[src/rtl/whack_pkg.sv]
// Shared constants, state encoding and pattern helper
// for the whack-a-mole game sequencer.
package whack_pkg;

    localparam int NUM_HOLES = 5;
    localparam logic [15:0] LFSR_TAPS = 16'hB400;
    localparam logic [NUM_HOLES-1:0] ZERO_FALLBACK = 5'b00100;

    typedef enum logic [2:0] {
        IDLE   = 3'd0,
        SPAWN  = 3'd1,
        ACTIVE = 3'd2,
        CLEAR  = 3'd3,
        DONE   = 3'd4
    } state_e;

    // An all-empty pattern would end the round instantly,
    // so a single middle mole stands in for it.
    function automatic logic [NUM_HOLES-1:0] spawn_pattern(
        input logic [15:0] r
    );
        if (r[NUM_HOLES-1:0] == '0)
            spawn_pattern = ZERO_FALLBACK;
        else
            spawn_pattern = r[NUM_HOLES-1:0];
    endfunction

endpackage

[src/rtl/mole_scheduler_if.sv]
// Game sequencer bus: start/score inputs, board load
// strobe and display outputs.
interface mole_scheduler_if
    import whack_pkg::*;
#(
    parameter int SCORE_W = 8
) ();
    logic                 start;
    logic                 score_trigger;
    logic [NUM_HOLES-1:0] board_state;
    logic                 load;
    logic [NUM_HOLES-1:0] loadval;
    logic [SCORE_W-1:0]   score;
    logic [7:0]           round;
    logic                 playing;
    logic                 game_over;

    modport master (
        input  start, score_trigger, board_state,
        output load, loadval, score, round,
        output playing, game_over
    );

    modport slave (
        output start, score_trigger, board_state,
        input  load, loadval, score, round,
        input  playing, game_over
    );
endinterface

[src/rtl/mole_scheduler_lfsr16.sv]
// Free-running 16-bit Fibonacci LFSR (x^16+x^14+x^13+x^11+1).
// Maximal length, so a nonzero seed never reaches zero.
module lfsr16
    import whack_pkg::*;
#(
    parameter logic [15:0] SEED = 16'hACE1
) (
    input  logic        clk,
    input  logic        rst_n,
    output logic [15:0] q
);

    // Shift every cycle; feedback is the parity of the tap bits.
    always_ff @(posedge clk or negedge rst_n) begin
        if (!rst_n)
            q <= SEED;
        else
            q <= {q[14:0], ^(q & LFSR_TAPS)};
    end

endmodule

[src/rtl/mole_scheduler.sv]
// Whack-a-mole round sequencer: spawns patterns, times
// rounds, counts hits and stops after a fixed round count.
module mole_scheduler
    import whack_pkg::*;
#(
    parameter int          MOLE_CYCLES = 25_000_000,
    parameter int          GAME_ROUNDS = 30,
    parameter int          SCORE_W     = 8,
    parameter logic [15:0] LFSR_SEED   = 16'hACE1
) (
    input logic              clk,
    input logic              rst_n,
    mole_scheduler_if.master bus
);

    localparam int TW = (MOLE_CYCLES > 2) ? $clog2(MOLE_CYCLES) : 1;

    localparam logic [2:0] S_IDLE   = IDLE;
    localparam logic [2:0] S_SPAWN  = SPAWN;
    localparam logic [2:0] S_ACTIVE = ACTIVE;
    localparam logic [2:0] S_CLEAR  = CLEAR;
    localparam logic [2:0] S_DONE   = DONE;

    localparam logic [SCORE_W-1:0] SCORE_MAX = '1;
    localparam logic [7:0] LAST_RND = 8'(GAME_ROUNDS - 1);

    logic [15:0]   rnd;
    logic [2:0]    state;
    logic [2:0]    nxt;
    logic [TW-1:0] timer;
    logic          round_end;
    logic          last_round;
    logic          restart;
    logic          scoring;

    lfsr16 #(.SEED(LFSR_SEED)) u_lfsr (
        .clk   (clk),
        .rst_n (rst_n),
        .q     (rnd)
    );

    // Round end, restart and scoring window decode.
    always_comb begin
        round_end  = (state == S_ACTIVE) &&
                     (timer == '0 || bus.board_state == '0);
        last_round = (bus.round == LAST_RND);
        restart    = bus.start &&
                     (state == S_IDLE || state == S_DONE);
        scoring    = (state == S_SPAWN) || (state == S_ACTIVE) ||
                     (state == S_CLEAR);
    end

    // Next-state selection.
    always_comb begin
        nxt = state;
        unique case (state)
            S_IDLE, S_DONE: if (bus.start) nxt = S_SPAWN;
            S_SPAWN:        nxt = S_ACTIVE;
            S_ACTIVE:
                if (round_end)
                    nxt = last_round ? S_CLEAR : S_SPAWN;
            S_CLEAR:        nxt = S_DONE;
            default:        nxt = S_IDLE;
        endcase
    end

    // State, timer, counters and registered outputs.
    always_ff @(posedge clk or negedge rst_n) begin
        if (!rst_n) begin
            state         <= S_IDLE;
            timer         <= '0;
            bus.load      <= 1'b0;
            bus.loadval   <= '0;
            bus.score     <= '0;
            bus.round     <= '0;
            bus.playing   <= 1'b0;
            bus.game_over <= 1'b0;
        end else begin
            state       <= nxt;
            bus.load    <= 1'b0;
            bus.loadval <= '0;
            if (nxt == S_SPAWN) begin
                bus.load    <= 1'b1;
                bus.loadval <= spawn_pattern(rnd);
            end
            if (nxt == S_CLEAR)
                bus.load <= 1'b1;
            if (restart)
                bus.round <= '0;
            else if (round_end && !last_round)
                bus.round <= bus.round + 8'd1;
            if (state == S_SPAWN)
                timer <= TW'(MOLE_CYCLES - 1);
            else if (state == S_ACTIVE)
                timer <= timer - 1'b1;
            if (restart)
                bus.score <= '0;
            else if (scoring && bus.score_trigger &&
                     bus.score != SCORE_MAX)
                bus.score <= bus.score + 1'b1;
            bus.playing   <= (nxt == S_SPAWN) ||
                             (nxt == S_ACTIVE) ||
                             (nxt == S_CLEAR);
            bus.game_over <= (nxt == S_DONE);
        end
    end

endmodule

[src/flat_wrapper.sv]
// flat-port wrapper written by rule: the top's interface ports become plain ports
module mole_scheduler_flat import whack_pkg::*;
#(
    parameter int          MOLE_CYCLES = 25_000_000,
    parameter int          GAME_ROUNDS = 30,
    parameter int          SCORE_W     = 8,
    parameter logic [15:0] LFSR_SEED   = 16'hACE1
)
  (clk, rst_n, bus_start, bus_score_trigger, bus_board_state, bus_load, bus_loadval, bus_score, bus_round, bus_playing, bus_game_over);
  mole_scheduler_if #(.SCORE_W(SCORE_W)) bus_i ();
  input logic clk;
  input logic rst_n;
  input wire logic [$bits(bus_i.start)-1:0] bus_start;
  input wire logic [$bits(bus_i.score_trigger)-1:0] bus_score_trigger;
  input wire logic [$bits(bus_i.board_state)-1:0] bus_board_state;
  output wire logic [$bits(bus_i.load)-1:0] bus_load;
  output wire logic [$bits(bus_i.loadval)-1:0] bus_loadval;
  output wire logic [$bits(bus_i.score)-1:0] bus_score;
  output wire logic [$bits(bus_i.round)-1:0] bus_round;
  output wire logic [$bits(bus_i.playing)-1:0] bus_playing;
  output wire logic [$bits(bus_i.game_over)-1:0] bus_game_over;
  assign bus_i.start = bus_start;
  assign bus_i.score_trigger = bus_score_trigger;
  assign bus_i.board_state = bus_board_state;
  assign bus_load = bus_i.load;
  assign bus_loadval = bus_i.loadval;
  assign bus_score = bus_i.score;
  assign bus_round = bus_i.round;
  assign bus_playing = bus_i.playing;
  assign bus_game_over = bus_i.game_over;
  mole_scheduler #(.MOLE_CYCLES(MOLE_CYCLES), .GAME_ROUNDS(GAME_ROUNDS), .SCORE_W(SCORE_W), .LFSR_SEED(LFSR_SEED)) u_core (.clk(clk), .rst_n(rst_n), .bus(bus_i));
endmodule
[config.mk]
export PLATFORM = sky130hd
export DESIGN_NAME = mole_scheduler_flat
export DESIGN_NICKNAME = d
export VERILOG_FILES = /design/src/rtl/whack_pkg.sv /design/src/rtl/mole_scheduler_if.sv /design/src/rtl/mole_scheduler_lfsr16.sv /design/src/rtl/mole_scheduler.sv /design/src/flat_wrapper.sv
export SDC_FILE = /design/constraint.sdc
export NUM_CORES = 1
export LEC_CHECK = 0
export BUFFER_PORTS_ARGS = -buffer_cell sky130_fd_sc_hd__buf_2
export CAP_MARGIN = 5
export CORE_ASPECT_RATIO = 0.7
export CORE_MARGIN = 4
export CORE_UTILIZATION = 48
export DETAILED_ROUTE_END_ITERATION = 10
export PLACE_DENSITY_LB_ADDON = 0.12
export SLEW_MARGIN = 20
export SYNTH_ARGS = -nofsm -noshare
export SYNTH_HDL_FRONTEND = slang
export SYNTH_SLANG_ARGS = --single-unit
[constraint.sdc]
create_clock -name clk -period 4.2 [get_ports clk]
set_clock_uncertainty 0.2 [all_clocks]
set_input_delay 0.42 -clock clk [delete_from_list [all_inputs] [get_ports clk]]
set_output_delay 0.42 -clock clk [all_outputs]
set_load 0.02 [all_outputs]
==> flow_summary.ini <==
[sta]
setup_viol = 0
setup_ws_ns = 1.46
relSlewSlack_pct = 38.0
finalHoldViolations = 0
tns_ns = 0
rsz0062_at_grt = false
fmax_mhz = 365
period_minus_slack_ns = 2.74
slew_viol_final = 0
worst_slew_pin_slew_ns = 0.930
timing.final.crit_share_pct = 65.2

[place]
dp.cells = 376
post-place-ws_ns = 1.51
gp_congestion = 0.773
numPortBuffers = 32
dp_hpwl_um = 4030

[synth]
synthArstFlopShare_pct = 100
yosysWarnings = 0
syn_inst = 274
syn_avg_cell_area_um2 = 10.8
synthDistinctLibCells = 39
synth-seq-cells = 68
synth_edf_count = 0
syn_nets = 288
ys_seq_area_share_pct = 57.6
netlist_area_um2 = 2970
ys.flop_type = dfrtp_1

[grt]
gr-usage-met3_pct = 7.50
grt_pass1_wl_um = 10300
grt_antenna_before_repair = 0
grt_busiest_layer = met1
grt_max_degree = 44
grt_use_total_pct = 18.1
grt_pass1_vias = 2055
grt_use_met1_pct = 27.1
grt_overflow = 0
met2_usage_pct = 24.1

[floorplan]
core_um2 = 5870
die_w_um = 102
fp.dieH_um = 73.8
die_area_um2 = 7530
initial_core_util_pct = 50.6
io_pins = 33
num_rows = 23

[critical_path]
end_kind = flop
start_kind = flop
path_cells = nor3b_2 > nand4b_1 > o31a_1 > or4_1 > a21oi_1
worstPathMaxFanout = 14
crit_buf_inv = 0
critical_path_class = reg2reg
crit_family = simple AND/OR/NAND/NOR gates
max_stage_delay_ns = 0.66
critPathRequiredTime_ns = 4.27
cp.arrival_ns = 2.81
crit_path_top_delay_cell = nor3b_2

[layout]
num-fill-cells = 518
nNetsFinal = 326
drive_gt1_share_pct = 20.2
final_common_cell = dfrtp_1
n_antenna_cell = 0
final_cell_mix = 60 x dfrtp_1, 32 x buf_2, 30 x nand2_1
syn_to_final_growth_pct = 17.1
final_cells = 392

[detailed_routing]
num_vias = 2124
drtIter0Drc = 123
vias_per_cell = 5.42
wl_per_cell_um = 15.3
ant_nets = 0
first_pass_iters = 4
routed_wl_um = 6020
drc_errors = 0

[cts]
clkTransAtPathRegs_ns = 0.07
post_cts_buffers = 0
h-tree-depth = 3
cts_buffers = 9
cts_tree = yes
clock-sinks = 68
ctsLongestPathBuffers = 2
clk_latency_ns = 0.34
cts_root_buffer = clkbuf_8
cts_resized = 0
cts_hold_buf = 0

[pwr]
power.leakage_nw = 1.51
vdd_drop_max_v = 0.000263
powerDensity_nw_per_um2 = 501

[hold_path]
hold_class = in2async

[flow_run]
cap_violations = 0

[status]
status = completed
==> cell type report <==
class	count	area, um^2	share of cell area (%)
tap	75	93.8	2.70
timing repair buffer	35	183	5.25
multi-input combinational	192	1200	34.6
clock inverter	6	136	3.92
inverter	6	22.5	0.647
sequential	68	1710	49.2
clock buffer	10	128	3.67
==> power by group <==
group          switching (mW)  internal (mW)
Sequential             0.0512          0.704
Clock                   0.250          0.456
Combinational           0.187         0.0951
Total                   0.489           1.25
==> flip-flops by register name, summed over array words and instances, names as in the netlist <==
signal,cells
u_core.state,3
u_core.bus.playing,1
u_core.bus.loadval,5
u_core.u_lfsr.q,16
u_core.bus.load,1
u_core.bus.game_over,1
u_core.timer,25
u_core.bus.score,8
u_core.bus.round,8
==> synth_stat cells, types with 3 or more instances <==
| cell type | number | area (um^2) |
|---|---|---|
| o31ai_1 | 3 | 22.5 |
| nor3_1 | 14 | 70.1 |
| or3_1 | 10 | 62.6 |
| nand4_1 | 6 | 37.5 |
| nor2b_1 | 7 | 43.8 |
| nand2_1 | 30 | 113 |
| dfrtp_1 | 60 | 1500 |
| mux2i_1 | 3 | 30.0 |
| or4_1 | 4 | 30.0 |
| buf_2 | 3 | 15.0 |
| xor2_1 | 7 | 61.3 |
| clkbuf_1 | 4 | 15.0 |
| a21oi_1 | 10 | 50.1 |
| inv_1 | 6 | 22.5 |
| nand3_1 | 7 | 35.0 |
| dfstp_2 | 8 | 210 |
| xnor2_1 | 22 | 193 |
| nor4_1 | 9 | 56.3 |
| o21ai_0 | 8 | 40.0 |
| nor2_1 | 26 | 97.6 |
| ha_1 | 5 | 62.6 |
==> per-stage QoR <==
stage / power (mW) / hold WS (ns) / area, um^2 / utilization [%]
floorplan: 0.956 / -0.0756 / 2970 / -
global placement: 1.04 / 0.134 / 3210 / 54.8
detailed placement: 1.05 / 0.138 / 3210 / 54.8
CTS: 1.76 / 0.0307 / 3480 / 59.2
global route: 1.83 / 0.0857 / 3480 / 59.2
finish: 1.74 / 0.00471 / 3480 / 59.2
==> worst paths after layout <==
kind / start / to / slack [ns] / cells after the start
max: u_core.state[1]$_DFF_PN0_ / u_core.bus.round[7]$_DFFE_PN0P_ / 1.46 / 5
min: rst_n / u_core.bus.score[3]$_DFFE_PN0P_ / 0.005 / 1
max reg2reg: u_core.state[1]$_DFF_PN0_ / u_core.bus.round[7]$_DFFE_PN0P_ / 1.46 / 5
min reg2reg: u_core.u_lfsr.q[8]$_DFF_PN0_ / u_core.u_lfsr.q[9]$_DFF_PN0_ / 0.15 / 0
max in group asynchronous: rst_n / u_core.timer[18]$_DFFE_PN0P_ / 2.89 / 2
min in group clk: u_core.u_lfsr.q[8]$_DFF_PN0_ / u_core.u_lfsr.q[9]$_DFF_PN0_ / 0.15 / 0
==> cell families (layout without fill, tap and decap cells) <==
group | after synthesis | count (layout) | share of synthesized area, %
AND/OR/NAND/NOR | 127 | 127 | 22.9
flip-flops | 68 | 68 | 57.6
XOR/XNOR | 29 | 29 | 8.55
AO/OA/AOI/OAI | 27 | 27 | 5.56
buffers and inverters | 14 | 57 | 1.89
adder cells (fa/ha/maj) | 5 | 5 | 2.11
multiplexers | 4 | 4 | 1.39
==> routing by layer <==
layer	up-vias	wire length (um)
li1	1035	-
met1	1032	3080
met2	53	2450
met3	4	455
met4	0	39
met5	-	0
(Power assumes the default switching activity.)
